==> config.mk <==
export PLATFORM = sky130hd
export DESIGN_NAME = kf_seq
export DESIGN_NICKNAME = d
export VERILOG_FILES = /design/src/rtl/kf_seq.sv
export SDC_FILE = /design/constraint.sdc
export NUM_CORES = 1
export LEC_CHECK = 0
export CAP_MARGIN = 20
export CELL_PAD_IN_SITES_DETAIL_PLACEMENT = 0
export CELL_PAD_IN_SITES_GLOBAL_PLACEMENT = 1
export CORE_ASPECT_RATIO = 1.1
export CORE_MARGIN = 8
export CORE_UTILIZATION = 45
export DETAILED_ROUTE_END_ITERATION = 8
export GPL_TIMING_DRIVEN = 0
export PLACE_DENSITY_LB_ADDON = 0.1
export SYNTH_ARGS = -nofsm -noshare
export SYNTH_HDL_FRONTEND = slang
export SYNTH_SLANG_ARGS = --single-unit
==> constraint.sdc <==
create_clock -name clk -period 2.3 [get_ports clk]
set_input_delay 0.23 -clock clk [delete_from_list [all_inputs] [get_ports clk]]
set_output_delay 0.23 -clock clk [all_outputs]
set_load 0.02 [all_outputs]
==> src/rtl/kf_seq.sv <==
// kf_seq: program-driven sequencer that fetches instructions and issues operations to kf_core.
// Each instruction runs as FETCH, ISSUE, WAIT for au_done, then WRITE, with a timeout on the wait.
module kf_seq #(
  parameter int W          = 24,
  parameter int ADDRW      = 3,
  parameter int PROG_DEPTH = 16,
  parameter int TIMEOUT    = 64
) (
  input  logic                          clk,
  input  logic                          rst_n,
  input  logic                          prog_we,
  input  logic [$clog2(PROG_DEPTH)-1:0] prog_addr,
  input  logic [5+3*ADDRW-1:0]          prog_data,
  input  logic                          start,
  input  logic                          au_done,
  output logic                          busy,
  output logic                          done,
  output logic                          err,
  output logic [$clog2(PROG_DEPTH)-1:0] pc,
  output logic [ADDRW-1:0]              CTL_A,
  output logic [ADDRW-1:0]              CTL_B,
  output logic                          sel_dira,
  output logic                          sel_dirb,
  output logic [1:0]                    op_sel,
  output logic [1:0]                    mul_y_sel,
  output logic                          au_start,
  output logic                          WRITE_REQ,
  output logic                          READY_G,
  output logic [1:0]                    sel_data,
  output logic [1:0]                    sel_write,
  output logic [ADDRW-1:0]              DB_WADDR
);
  localparam int PCW = $clog2(PROG_DEPTH);
  localparam int IW  = 5 + 3*ADDRW;
  localparam int CW  = (TIMEOUT > 1) ? $clog2(TIMEOUT) : 1;

  typedef enum logic [2:0] {S_IDLE, S_FETCH, S_ISSUE, S_WAIT, S_WRITE, S_DONE} state_t;

  // W sizes only the kf_core datapath; the sequencer itself never carries data words.
  if (W < 1) begin : g_w_check
  end

  state_t          r_state;
  logic [IW-1:0]   r_prog [PROG_DEPTH];
  logic [IW-1:0]   r_ir;
  logic [PCW-1:0]  r_pc;
  logic [CW-1:0]   r_cnt;
  logic            r_err;
  logic            r_done;
  logic            r_au_start;
  logic            r_wr;
  logic [IW-1:0]   w_ins;

  assign w_ins = r_prog[r_pc];

  always_ff @(posedge clk)
    if (prog_we && !busy) r_prog[prog_addr] <= prog_data;

  always_ff @(posedge clk or negedge rst_n) begin
    if (!rst_n) begin
      r_state    <= S_IDLE;
      r_ir       <= '0;
      r_pc       <= '0;
      r_cnt      <= '0;
      r_err      <= 1'b0;
      r_done     <= 1'b0;
      r_au_start <= 1'b0;
      r_wr       <= 1'b0;
    end else begin
      r_au_start <= 1'b0;
      r_done     <= 1'b0;
      r_wr       <= 1'b0;
      case (r_state)
        S_IDLE: if (start) begin
          r_pc    <= '0;
          r_err   <= 1'b0;
          r_state <= S_FETCH;
        end
        S_FETCH: begin
          r_ir       <= w_ins;
          r_cnt      <= '0;
          r_au_start <= 1'b1;
          r_state    <= S_ISSUE;
        end
        S_ISSUE: r_state <= S_WAIT;
        S_WAIT: if (au_done) begin
          r_wr    <= 1'b1;
          r_state <= S_WRITE;
        end else if (r_cnt == CW'(TIMEOUT-1)) begin
          r_err   <= 1'b1;
          r_state <= S_IDLE;
        end else begin
          r_cnt <= r_cnt + 1'b1;
        end
        // the last slot always terminates so pc never wraps back to 0 within a run
        S_WRITE: if (r_ir[IW-1] || r_pc == PCW'(PROG_DEPTH-1)) begin
          r_done  <= 1'b1;
          r_state <= S_DONE;
        end else begin
          r_pc    <= r_pc + 1'b1;
          r_state <= S_FETCH;
        end
        S_DONE:  r_state <= S_IDLE;
        default: r_state <= S_IDLE;
      endcase
    end
  end

  assign busy      = r_state != S_IDLE;
  assign done      = r_done;
  assign err       = r_err;
  assign pc        = r_pc;
  assign au_start  = r_au_start;
  assign op_sel    = r_ir[IW-2 -: 2];
  assign mul_y_sel = r_ir[IW-4 -: 2];
  assign CTL_A     = r_ir[3*ADDRW-1 -: ADDRW];
  assign CTL_B     = r_ir[2*ADDRW-1 -: ADDRW];
  assign DB_WADDR  = r_ir[ADDRW-1:0];
  assign sel_dira  = 1'b0;
  assign sel_dirb  = 1'b0;
  assign WRITE_REQ = r_wr;
  assign READY_G   = r_wr;
  assign sel_data  = {1'b0, r_wr};
  assign sel_write = {1'b0, r_wr};
endmodule

==> results of run 1 <==
-- registers in the layout (all words and copies together) (netlist names) --
register,flops
r_prog,224
r_cnt,6
err,1
r_state,3
done,1
READY_G,1
pc,4
r_ir,14
au_start,1
-- per-stage QoR --
stage	utilization [%]	hold WS, ps
2_1_floorplan	-	-65.6
3_3_place_gp	49.8	496
3_5_place_dp	51.2	368
4_1_cts	56.1	362
5_1_grt	56.3	405
6_report	56.3	332
-- cell usage in the layout (no fill, tap or decap), drive strengths merged, types with 3 or more instances in the layout --
| cell | netlist | final |
|---|---|---|
| mux2 | 3 | 3 |
| a221oi | 13 | 13 |
| o21ai | 9 | 9 |
| nand2b | 4 | 4 |
| clkbuf | 5 | 37 |
| clkdlybuf4s50 | 0 | 45 |
| nor3 | 7 | 7 |
| a22o | 4 | 4 |
| nand2 | 16 | 16 |
| or3 | 4 | 4 |
| mux2i | 30 | 30 |
| conb | 1 | 4 |
| bufinv | 0 | 4 |
| edfxtp | 224 | 224 |
| nand3 | 5 | 5 |
| inv | 3 | 3 |
| clkinv | 0 | 12 |
| mux4 | 54 | 54 |
| nor2 | 26 | 26 |
| buf | 40 | 71 |
| a21oi | 6 | 6 |
| dfrtp | 31 | 31 |
-- synthesized netlist by cell type, drive strengths merged --
cell type  number  area share [%]
a21oi           6            0.30
a221oi         13             1.1
a22o            4            0.35
a31o            1            0.17
a41oi           1           0.086
and2            2            0.12
and2b           2            0.17
and3            2            0.12
buf            40             3.0
clkbuf          5            0.19
conb            1           0.037
dfrtp          31             7.7
edfxtp        224              66
ha              2            0.25
inv             3            0.11
mux2            3            0.33
mux2i          30             3.0
mux4           54              12
nand2          16            0.59
nand2b          4            0.25
nand3           5            0.25
nand3b          1           0.074
nand4           1           0.062
nor2           26            0.96
nor2b           1           0.062
nor3            7            0.35
nor3b           1            0.12
nor4b           1            0.15
o211ai          1            0.21
o21ai           9            0.44
o221a           1            0.11
o22ai           1           0.062
o2bb2ai         2            0.17
o311ai          1           0.086
o31ai           1           0.074
o41ai           1           0.086
or2             1           0.062
or3             4            0.25
or3b            1           0.086
or4             2            0.15
-- cell type report --
cell class	count	area, um2	area share, %
Clock inverter	17	179	1.44
Inverter	3	11.3	0.0904
Tap cell	295	369	2.96
Timing Repair Buffer	78	897	7.21
Multi-Input combinational cell	212	2460	19.7
Buffer	45	322	2.58
Sequential cell	255	7500	60.3
Clock buffer	32	714	5.74
-- logic make-up after synthesis --
logic type,Yosys count,synth area share (%)
buffers and inverters,48,3.28
muxes,87,15.3
other,1,0.0370
and+or+nand+nor,77,3.83
adders and majority gates,2,0.247
DFF,255,74.0
AOI/OAI and AO/OA,42,3.27
-- per-layer routing --
layer / vias up / part of all wire [%] / global-route usage [%]
li1: 2289 / - / -
met1: 2755 / 42 / 22.5
met2: 171 / 50 / 27.9
met3: 42 / 6.2 / 3.28
met4: 0 / 2.1 / 4.56
met5: - / 0 / 0
-- repair_timing --
item | 4_1_cts | 5_1_grt
pin swaps | 6 | 3
endpoints found under the setup margin | 221 | 121
hold buffers | 1 | 0
buffers inserted | 14 | 3
resized for setup | 12 | 4
hold endpoints to repair | 31 | 0
-- power breakdown --
| group | total, uW | internal, uW | switching [uW] | leakage, uW |
|---|---|---|---|---|
| registers | 5490 | 5310 | 180 | 0.00239 |
| clock network | 4330 | 2650 | 1690 | 0.000438 |
| logic | 3490 | 1640 | 1850 | 0.00130 |
| total | 13300 | 9590 | 3710 | 0.00413 |
-- worst max-delay path by stage --
stage	from	endpoint	slack (ps)
6_report	r_state[2]	busy	110
3_3_place_gp	prog_we	r_prog[12][11]	-1270
4_1_cts	r_state[0]	r_prog[11][12]	-50
3_5_place_dp	prog_we	r_prog[1][11]	-600
5_1_grt	r_state[2]	busy	20
2_1_floorplan	r_state[0]	r_prog[8][0]	170
==> results_dict.tcl, run 1 <==
set metrics [dict create \
    vias 5257 \
    grt_pass1_wl_um 34500 \
    crit_type "register to output port" \
    yosysSeqAreaShare_pct 74.0 \
    drt_wl_total_um 23400 \
    crit_buf_inv 2 \
    drv_cap 0 \
    grt_usage_pct 16.9 \
    ys_types 45 \
    cts-root-buf "clkbuf_16" \
    num_antenna_cells 0 \
    path_depth 3 \
    netlist_instances 512 \
    grt_antenna_before_repair 0 \
    power_density_mw_per_mm2 1070 \
    layout-area-overhead-vs-synth_pct 22.9 \
    final_area_mm2 0.0125 \
    total_power_uw 13300 \
    path_clk_slew_ps 60 \
    rsz0062_at_grt "false" \
    ios 52 \
    cts_tree "yes" \
    gp_congestion 0.726 \
    drive_gt1_share_pct 29.6 \
    relSlewSlack_pct 43.8 \
    instances_no_fill 937 \
    drc 0 \
    tightest_slew_ps 843 \
    place_ws_ps -597 \
    reg2reg_depth 6 \
    clock_path_buffers 3 \
    finalWorstSetupSlack_ps 113 \
    place_hpwl_um 14600 \
    hold_class "primary input to async pin" \
    drtAntennaViolNets 0 \
    syn_area_mm2 0.0101 \
    yosys_register_bits 255 \
    drv_slew 0 \
    status "finished clean" \
    critical-path-top-delay-family "buffers and inverters" \
    fin_tns_setup_ps 0 \
    avgSynthCellArea_um2 19.8 \
    cp-start-kind "register" \
    finalCriticalPeriod_ps 2190 \
    p_leak_uw 0.00413 \
    critical_path.cell_chain "clkbuf_1 -> or3_1 -> dlygate4sd2_1" \
    finalCritPeriodShare_pct 95.1 \
    via_per_inst 5.61 \
    clock-sinks 255 \
    peakVddDrop_v 0.000561 \
    drt_first_pass_iters 5 \
    cp_slowest_cell "dfrtp_1" \
    reg2reg_to "r_prog[11][12]" \
    cp.arrival_ps 1960 \
    port_buffers 47 \
    fillCellCount 1714 \
    dpl_cell_area_mm2 0.0113 \
    placed_cells 870 \
    fmax_ghz 0.457 \
    core-area_mm2 0.0221 \
    fp.dieW_um 159 \
    grt_pass1_vias 5415 \
    finalNetCount 647 \
    row_count 57 \
    die_y_um 173 \
    wl_per_cell_um 25.0 \
    cts_buffers 27 \
    first_iter_violations 440 \
    clock_skew_ps 5.73 \
    worstSetupEndpointType "output port" \
    yosys_warnings 0 \
    globalRoute.totalOverflow 0 \
    setup_viol 0 \
    h-tree-depth 1 \
    hold_viol 0 \
    critPathMaxStageDelay_ps 440 \
    required_ps 2070 \
    ff2ff_setup_slack_ps 130 \
    die_area_mm2 0.0276 \
    r2r_start "r_state[0]" \
    start_util_pct 45.8 \
    insertion_delay_ps 520 \
    crit_path_max_fanout 10 \
    grt_max_degree 32 \
]
Note: power is estimated with default switching activity, not from simulation.
==> run 2: changes to the inputs <==
- CTS_CLUSTER_DIAMETER: default -> 120
==> results of run 2 <==
Same layout as run 1: the final DEF is identical, and so are final timing and power.
